==> src/rtl/hazard_ctrl_param.sv <==
// Hazard and forwarding controller for a 5-stage in-order RISC-V pipeline
// with branches resolved in ID. Produces the PC/pipeline-register
// hold, bubble and flush controls, the EX and ID forwarding selects, a
// multi-cycle EX latency counter and a saturating stall counter.
module hazard_ctrl_param #(
    parameter int REG_W   = 5,
    parameter int MUL_LAT = 3,
    parameter int CNT_W   = 32
) (
    input  logic             clk,
    input  logic             rst,
    input  logic [REG_W-1:0] id_rs1,
    input  logic [REG_W-1:0] id_rs2,
    input  logic             id_use_rs1,
    input  logic             id_use_rs2,
    input  logic             id_is_branch,
    input  logic             branch_taken_id,
    input  logic [REG_W-1:0] ex_rs1,
    input  logic [REG_W-1:0] ex_rs2,
    input  logic [REG_W-1:0] ex_rd,
    input  logic             ex_regwrite,
    input  logic             ex_memread,
    input  logic             ex_multicycle,
    input  logic [REG_W-1:0] mem_rd,
    input  logic             mem_regwrite,
    input  logic             mem_memread,
    input  logic             mem_ready,
    input  logic [REG_W-1:0] wb_rd,
    input  logic             wb_regwrite,
    output logic             stall_pc,
    output logic             stall_if_id,
    output logic             bubble_id_ex,
    output logic             stall_id_ex,
    output logic             bubble_ex_mem,
    output logic             stall_ex_mem,
    output logic             bubble_mem_wb,
    output logic             flush_if_id,
    output logic [1:0]       fwd_a,
    output logic [1:0]       fwd_b,
    output logic [1:0]       fwd_br_a,
    output logic [1:0]       fwd_br_b,
    output logic             mul_busy,
    output logic [CNT_W-1:0] stall_count
);

    // A single-cycle EX op still needs a 1-bit counter that never leaves 0.
    localparam int CW = (MUL_LAT > 1) ? $clog2(MUL_LAT) : 1;
    localparam logic [CW-1:0] CNT_LAST = CW'(MUL_LAT - 1);

    // Highest-priority hazard active this cycle.
    typedef enum logic [2:0] {
        HZ_NONE,
        HZ_MEMWAIT,
        HZ_MULBUSY,
        HZ_DATA,
        HZ_FLUSH
    } hazard_e;

    hazard_e       hazard;
    logic [CW-1:0] cnt;
    logic          memwait;
    logic          mul_wait;
    logic          rs1_hz;
    logic          rs2_hz;

    // Forwarding select for one source index. A load still in MEM has no
    // data yet, so only ALU results are taken from MEM; x0 never forwards.
    function automatic logic [1:0] fwd_sel(
        input logic [REG_W-1:0] src,
        input logic [REG_W-1:0] m_rd,
        input logic             m_regwrite,
        input logic             m_memread,
        input logic [REG_W-1:0] w_rd,
        input logic             w_regwrite
    );
        if (src != '0 && m_regwrite && !m_memread && m_rd == src)
            return 2'b10;
        else if (src != '0 && w_regwrite && w_rd == src)
            return 2'b01;
        else
            return 2'b00;
    endfunction

    // Memory access in flight that has not completed freezes the whole pipe.
    assign memwait  = !mem_ready && (mem_memread || mem_regwrite);
    assign mul_wait = ex_multicycle && (cnt != CNT_LAST);

    // A used ID source depends on a value that cannot be forwarded in time.
    assign rs1_hz = id_use_rs1 && (id_rs1 != '0) &&
                    ((ex_memread && ex_rd == id_rs1) ||
                     (id_is_branch && ex_regwrite && ex_rd == id_rs1) ||
                     (id_is_branch && mem_memread && mem_rd == id_rs1));
    assign rs2_hz = id_use_rs2 && (id_rs2 != '0) &&
                    ((ex_memread && ex_rd == id_rs2) ||
                     (id_is_branch && ex_regwrite && ex_rd == id_rs2) ||
                     (id_is_branch && mem_memread && mem_rd == id_rs2));

    assign mul_busy = !rst && mul_wait;

    // Select the winning hazard and decode it into pipeline controls and forwarding selects.
    // NOTE: every output gets a default first so no path through this block infers a latch.
    always_comb begin
        hazard        = HZ_NONE;
        stall_pc      = 1'b0;
        stall_if_id   = 1'b0;
        bubble_id_ex  = 1'b0;
        stall_id_ex   = 1'b0;
        bubble_ex_mem = 1'b0;
        stall_ex_mem  = 1'b0;
        bubble_mem_wb = 1'b0;
        flush_if_id   = 1'b0;
        fwd_a         = 2'b00;
        fwd_b         = 2'b00;
        fwd_br_a      = 2'b00;
        fwd_br_b      = 2'b00;

        if (rst)                    hazard = HZ_NONE;
        else if (memwait)           hazard = HZ_MEMWAIT;
        else if (mul_wait)          hazard = HZ_MULBUSY;
        else if (rs1_hz || rs2_hz)  hazard = HZ_DATA;
        else if (branch_taken_id)   hazard = HZ_FLUSH;

        case (hazard)
            HZ_MEMWAIT: begin
                stall_pc      = 1'b1;
                stall_if_id   = 1'b1;
                stall_id_ex   = 1'b1;
                stall_ex_mem  = 1'b1;
                bubble_mem_wb = 1'b1;
            end
            HZ_MULBUSY: begin
                stall_pc      = 1'b1;
                stall_if_id   = 1'b1;
                stall_id_ex   = 1'b1;
                bubble_ex_mem = 1'b1;
            end
            HZ_DATA: begin
                stall_pc      = 1'b1;
                stall_if_id   = 1'b1;
                bubble_id_ex  = 1'b1;
            end
            HZ_FLUSH: flush_if_id = 1'b1;
            default: ;
        endcase

        if (!rst) begin
            fwd_a    = fwd_sel(ex_rs1, mem_rd, mem_regwrite, mem_memread, wb_rd, wb_regwrite);
            fwd_b    = fwd_sel(ex_rs2, mem_rd, mem_regwrite, mem_memread, wb_rd, wb_regwrite);
            fwd_br_a = fwd_sel(id_rs1, mem_rd, mem_regwrite, mem_memread, wb_rd, wb_regwrite);
            fwd_br_b = fwd_sel(id_rs2, mem_rd, mem_regwrite, mem_memread, wb_rd, wb_regwrite);
        end
    end

    // Multi-cycle EX latency counter: frozen by a memory wait, wraps on the release cycle.
    // NOTE: sequential state uses non-blocking assignments so all registers update together.
    always_ff @(posedge clk) begin
        if (rst)
            cnt <= '0;
        else if (!ex_multicycle)
            cnt <= '0;
        else if (memwait)
            cnt <= cnt;
        else if (cnt == CNT_LAST)
            cnt <= '0;
        else
            cnt <= cnt + 1'b1;
    end

    // Saturating count of cycles in which the PC was held.
    always_ff @(posedge clk) begin
        if (rst)
            stall_count <= '0;
        else if (stall_pc && stall_count != '1)
            stall_count <= stall_count + 1'b1;
    end

endmodule

==> config.mk <==
export PLATFORM = sky130hd
export DESIGN_NAME = hazard_ctrl_param
export DESIGN_NICKNAME = d
export VERILOG_FILES = /design/src/rtl/hazard_ctrl_param.sv
export SDC_FILE = /design/constraint.sdc
export NUM_CORES = 1
export LEC_CHECK = 0
export CORE_ASPECT_RATIO = 1.2
export CORE_MARGIN = 2
export CORE_UTILIZATION = 49
export CTS_CLUSTER_SIZE = 10
export DETAILED_ROUTE_END_ITERATION = 10
export PLACE_DENSITY = 0.92
export SLEW_MARGIN = 20
export SYNTH_ARGS = -nofsm -noshare
export SYNTH_HDL_FRONTEND = slang
export SYNTH_SLANG_ARGS = --single-unit
==> constraint.sdc <==
create_clock -name clk -period 5.5 [get_ports clk]
set_clock_uncertainty 0.15 [all_clocks]
set_input_delay 1.1 -clock clk [delete_from_list [all_inputs] [get_ports clk]]
set_output_delay 1.1 -clock clk [all_outputs]
set_load 0.005 [all_outputs]
==> impl_metrics.env, run 1 <==
export IMPL_clk_latency_ns=0.29
export IMPL_cts_hold_buf=0
export IMPL_die_h_um=85.5
export IMPL_synthDistinctLibCells=57
export IMPL_wl_per_cell_um=15.9
export IMPL_drt_pre_antenna_iters=4
export IMPL_start_util_pct=51.2
export IMPL_leakagePower_nw=1.19
export IMPL_clk_pin_slew_ns=0.07
export IMPL_io_pins=97
export IMPL_clkSinkCount=34
export IMPL_cap_violations=0
export IMPL_relSlewSlack_pct=41.2
export IMPL_crit_required_ns=4.25
export IMPL_synth_seq_cells=34
export IMPL_cts_path_max_buffers=2
export IMPL_worstPathArrival_ns=3.32
export IMPL_fin_crit_sh_pct=83.1
export IMPL_path_max_fanout=4
export IMPL_max_freq_ghz=0.219
export IMPL_overflow=0
export IMPL_outcome="completed"
export IMPL_grt_max_degree=43
export IMPL_endpoint_kind="output pin"
export IMPL_yosys_top_cells_area="dfxtp_1, xor2_1, xnor2_1"
export IMPL_worst_slew_pin_slew_ns=0.877
export IMPL_path_class="in -> out"
export IMPL_gp_congestion=0.925
export IMPL_ys_seq_area_share_pct=25.1
export IMPL_die_area_um2=6150
export IMPL_portBuffers=96
export IMPL_yosysWarnings=0
export IMPL_num_vias=2953
export IMPL_combPwrFrac_pct=23.3
export IMPL_p_per_area_nw_per_um2=155
export IMPL_cp_endpoint="stall_pc"
export IMPL_syn_avg_cell_area_um2=8.19
export IMPL_finalHoldViolCount=0
export IMPL_drcViolationCount=0
export IMPL_synthArstFlopShare_pct=0
export IMPL_ant_nets=0
export IMPL_fillers=424
export IMPL_fp_row_count=29
export IMPL_final_area_um2=3720
export IMPL_synth_top_area_share_pct=25.1
export IMPL_cts_tree="built"
export IMPL_grt_use_total_pct=25.6
export IMPL_internal_power_mw=0.418
export IMPL_synth_cells=331
export IMPL_cts_root_buffer="clkbuf_8"
export IMPL_hp_class="reg -> reg"
export IMPL_synth_edf_count=0
export IMPL_switching_share_pct=27.6
export IMPL_grt_pass1_vias=2734
export IMPL_finalMaxSlewViolations=0
export IMPL_drive_gt1_share_pct=6.22
export IMPL_ctsResizeCount=0
export IMPL_syn_cell_area_um2=2710
export IMPL_final_nets=466
export IMPL_place_hpwl_um=5950
export IMPL_postCtsSetupBuffers=0
export IMPL_drt_total_wl_um=7620
export IMPL_cts_made_buffers=5
export IMPL_cts_htree_levels=2
export IMPL_power_frac_clock_pct=33.3
export IMPL_power_frac_seq_pct=43.4
export IMPL_p_sw_mw=0.159
export IMPL_syn_num_nets=380
export IMPL_r2r_slack_ns=2.71
export IMPL_netlist_top_cells_count="dfxtp_1, xor2_1, a21oi_1"
export IMPL_critPathLaunchType="input pin"
export IMPL_fin_crit_ns=4.57
export IMPL_via_per_inst=6.15
export IMPL_worstSetupStartpoint="mem_rd[2]"
export IMPL_irDropWorstVdd_v=0.0000888
export IMPL_r2r_cells=7
export IMPL_yosysMostFrequentCell="dfxtp_1"
export IMPL_grt_pass1_wl_um=12700
export IMPL_ys_dominant_reg_cell="dfxtp_1"
export IMPL_antenna_found_initial=0
export IMPL_synth_top_area_cell="dfxtp_1"
export IMPL_die_x_um=71.9
export IMPL_finalSetupViolations=0
export IMPL_rsz0062_at_grt="no"
export IMPL_post_dp_cell_area_um2=3620
export IMPL_initialDrtViolationCount=277
export IMPL_r2r_end="stall_count[7]"
export IMPL_finalSetupTns_ns=0
export IMPL_core_area_um2=5300
export IMPL_antenna_cells=0
export IMPL_r2r_start="stall_count[3]"
export IMPL_syn2layout_area_growth_pct=37.1
worst min path at each step:
| stage | from | to | slack (ns) | depth (start not counted) |
|---|---|---|---|---|
| 3_3_place_gp | stall_count[6] | stall_count[6] | 0.33 | 2 |
| 3_5_place_dp | stall_count[9] | stall_count[9] | 0.34 | 2 |
| 5_1_grt | stall_count[9] | stall_count[9] | 0.39 | 2 |
| 4_1_cts | stall_count[9] | stall_count[9] | 0.35 | 2 |
| 2_1_floorplan | stall_count[22] | stall_count[22] | 0.32 | 2 |
| 6_report | stall_count[9] | stall_count[9] | 0.35 | 2 |
metal layers:
metal,global-route usage [%],vias up,part of all wire [%]
met3,6.65,24,7.9
met4,9.78,0,2.8
met1,29.2,1382,38
li1,-,1412,-
met2,45.2,135,51
met5,0,-,0
layout make-up:
type / count / area, µm² / share of cell area (%)
tap: 62 / 77.6 / 2.09
inverter: 5 / 18.8 / 0.505
sequential: 34 / 681 / 18.3
clock buffer: 7 / 86.3 / 2.32
multi-input combinational: 273 / 1870 / 50.4
clock inverter: 1 / 5.00 / 0.135
timing repair buffer: 98 / 976 / 26.3
registers in the layout (all words and copies together), names as in the netlist:
register     count
cnt              2
stall_count     32
cells in the final DEF (no fill, tap or decap), types with 2 or more instances in the layout:
cell type,count
a21oi_1,24
and2_1,2
and3_1,4
and4_1,3
buf_4,2
clkbuf_8,6
clkdlybuf4s50_1,96
dfxtp_1,34
inv_1,4
mux2_1,7
nand2_1,22
nand2b_1,2
nand3_1,16
nand3b_1,2
nand4_1,15
nand4bb_1,2
nor2_1,20
nor2b_1,8
nor3_1,9
nor3b_1,3
nor4_1,9
nor4_2,2
o21ai_0,3
o21ai_1,3
o311ai_0,2
o311ai_1,3
o31ai_1,17
o41ai_1,2
or3_1,4
or4_1,19
xnor2_1,22
xor2_1,27
per-stage QoR:
stage | instances | hold slack [ns] | util [%] | total power [mW] | setup WS [ns]
2_1_floorplan | 331 | 0.324 | - | 0.323 | 1.56
3_3_place_gp | 472 | 0.326 | 68.4 | 0.384 | 1.01
3_5_place_dp | 472 | 0.339 | 68.4 | 0.389 | 0.947
4_1_cts | 480 | 0.350 | 70.1 | 0.581 | 0.943
5_1_grt | 480 | 0.387 | 70.1 | 0.601 | 0.838
6_report | 480 | 0.351 | 70.1 | 0.577 | 0.931
critical path, cell delays in order:
cell	delay, ns
clkdlybuf4s50_1	0.56
xor2_1	0.23
nor3_1	0.32
nand4_1	0.23
a21oi_4	0.23
nor3_4	0.07
inv_2	0.08
clkdlybuf4s50_1	0.50
power groups by stage:
| stage | combinational, mW | clock, mW | sequential [mW] |
|---|---|---|---|
| after detailed placement | 0.133 | 0 | 0.256 |
| after CTS | 0.134 | 0.197 | 0.250 |
| after global placement | 0.129 | 0 | 0.256 |
| after global routing | 0.145 | 0.206 | 0.250 |
| after floorplan | 0.0676 | 0 | 0.256 |
| final | 0.135 | 0.192 | 0.250 |
cells by family (layout without fill, tap and decap cells):
| logic type | count (synthesis) | after routing | share of synthesized area (%) |
|---|---|---|---|
| AOI/OAI and AO/OA | 64 | 64 | 16.3 |
| xor gates and xnor gates | 49 | 49 | 15.8 |
| adders and majority gates | 1 | 1 | 0.461 |
| buffers and inverters | 24 | 111 | 5.86 |
| DFF | 34 | 34 | 25.1 |
| muxes | 7 | 7 | 2.91 |
| and+or+nand+nor | 152 | 152 | 33.5 |
Note: power is estimated with default switching activity, not from simulation.
==> run 2, diff against run 1 <==
CORE_UTILIZATION = 46   (was 49)
PLACE_DENSITY = 0.88   (was 0.92)
clock period = 4.3 ns   (was 5.5 ns; I/O delays follow)
==> run 2 against run 1 <==
Sequential power grew 28%. Utilization decreased by 3.7 points. First-iteration DRC count shrank 37%. Setup slack worse by 0.68 ns. Power grew 29%. Register-to-register slack worse by 1.2 ns. Hold slack worse by 0.0057 ns. Die area increased by 6.2%.
==> impl_metrics.env, run 2 (synthesis gave the netlist of run 1 again) <==
export IMPL_worstPathArrival_ns=3.04
export IMPL_r2r_cells=7
export IMPL_dp_cells=493
export IMPL_cts_tree="built"
export IMPL_die_area_um2=6530
export IMPL_r2r_start="stall_count[3]"
export IMPL_io_pins=97
export IMPL_postCtsSetupBuffers=0
export IMPL_finalSetupTns_ns=0
export IMPL_hp_class="reg -> reg"
export IMPL_crit_required_ns=3.29
export IMPL_leakagePower_nw=1.21
export IMPL_worst_slew_pin_slew_ns=0.705
export IMPL_final_nets=469
export IMPL_most_common_layout_cells="clkdlybuf4s50_1, dfxtp_1, xor2_1"
export IMPL_p_total_mw=0.743
export IMPL_p_per_area_nw_per_um2=197
export IMPL_largest_reg_flops=32
export IMPL_rsz0062_at_grt="no"
export IMPL_path_max_fanout=4
export IMPL_largest_register="stall_count"
export IMPL_drt_pre_antenna_iters=5
export IMPL_overflow=0
export IMPL_stdcell_count=501
export IMPL_die_x_um=74.1
export IMPL_setup_ws_ns=0.251
export IMPL_clk_pin_slew_ns=0.07
export IMPL_ctsResizeCount=0
export IMPL_finalMaxSlewViolations=0
export IMPL_drt_total_wl_um=7410
export IMPL_cts_made_buffers=5
export IMPL_final_common_cell="clkdlybuf4s50_1"
export IMPL_fin_crit_ns=4.05
export IMPL_finalSetupViolations=0
export IMPL_grt_pass1_vias=2684
export IMPL_antenna_cells=0
export IMPL_cap_violations=0
export IMPL_fin_crit_sh_pct=94.2
export IMPL_drive_gt1_share_pct=7.13
export IMPL_r2r_end="stall_count[25]"
export IMPL_critPathLaunchType="input pin"
export IMPL_syn2layout_area_growth_pct=38.9
export IMPL_r2r_slack_ns=1.53
export IMPL_cts_root_buffer="clkbuf_8"
export IMPL_grt_max_degree=43
export IMPL_place_hpwl_um=5820
export IMPL_via_per_inst=5.86
export IMPL_clkSinkCount=34
export IMPL_reg_largest_list="stall_count x32, cnt x2"
export IMPL_die_h_um=88.1
export IMPL_endpoint_kind="output pin"
export IMPL_irDropWorstVdd_v=0.000107
export IMPL_min_path_cells=2
export IMPL_antenna_found_initial=0
export IMPL_ant_nets=0
export IMPL_hold_path_end="stall_count[20]"
export IMPL_start_util_pct=47.8
export IMPL_hold_path_startpoint="stall_count[20]"
export IMPL_cts_path_max_buffers=2
export IMPL_relSlewSlack_pct=52.9
export IMPL_clk_latency_ns=0.29
export IMPL_dp_slack_ns=0.233
export IMPL_finalHoldViolCount=0
export IMPL_gp_congestion=0.949
export IMPL_initialDrtViolationCount=174
export IMPL_wl_per_cell_um=14.8
export IMPL_max_freq_ghz=0.247
export IMPL_drcViolationCount=0
export IMPL_portBuffers=96
export IMPL_core_area_um2=5670
export IMPL_cts_htree_levels=2
export IMPL_grt_pass1_wl_um=12100
export IMPL_fp_row_count=30
export IMPL_num_vias=2934
export IMPL_path_class="in -> out"
export IMPL_outcome="completed"
export IMPL_cts_hold_buf=0
export IMPL_grt_use_total_pct=23.4
==> run 2: stage by stage <==
step	instance area [µm²]	util [%]	hold WS (ns)
6_report	3760	66.4	0.346
3_3_place_gp	3670	64.7	0.321
3_5_place_dp	3670	64.7	0.336
4_1_cts	3760	66.4	0.347
5_1_grt	3760	66.4	0.369
2_1_floorplan	2710	-	0.324
==> run 2: metal layers <==
| metal | vias to the layer above | track usage, % | wire length [µm] |
|---|---|---|---|
| met2 | 120 | 43.3 | 3820 |
| met5 | - | 0 | 0 |
| met4 | 0 | 9.92 | 208 |
| li1 | 1427 | - | - |
| met3 | 19 | 5.18 | 513 |
| met1 | 1368 | 25.1 | 2870 |
==> run 2: worst max-delay path by stage <==
| stage | cells past startpoint | end | from | slack [ns] |
|---|---|---|---|---|
| detailed placement | 8 | stall_pc | id_rs1[2] | 0.23 |
| global route | 8 | stall_pc | id_rs1[2] | 0.14 |
| CTS | 8 | stall_pc | id_rs1[2] | 0.23 |
| global placement | 8 | stall_if_id | id_rs1[2] | 0.29 |
| finish | 8 | stall_pc | id_rs1[2] | 0.25 |
| floorplan | 9 | stall_pc | id_rs1[1] | 0.84 |
==> run 2: final cells by class <==
class	count	area, µm²
multi-input combinational	273	1870
sequential	34	681
tap	80	100
fill	487	1900
inverter	5	18.8
timing repair buffer	101	998
clock buffer	6	82.6
clock inverter	2	12.5
==> run 2: where the power goes <==
group	internal [mW]	total [mW]	switching [mW]
clock network	0.129	0.252	0.123
logic	0.0888	0.171	0.0821
registers	0.317	0.320	0.00285
total	0.535	0.743	0.208
==> run 2: critical path: stages <==
cell             delay [ns]
clkdlybuf4s50_1        0.50
or4_1                  0.58
nor2_2                 0.15
nand3b_1               0.14
a21oi_2                0.07
nor3_4                 0.24
inv_2                  0.06
clkdlybuf4s50_1        0.44
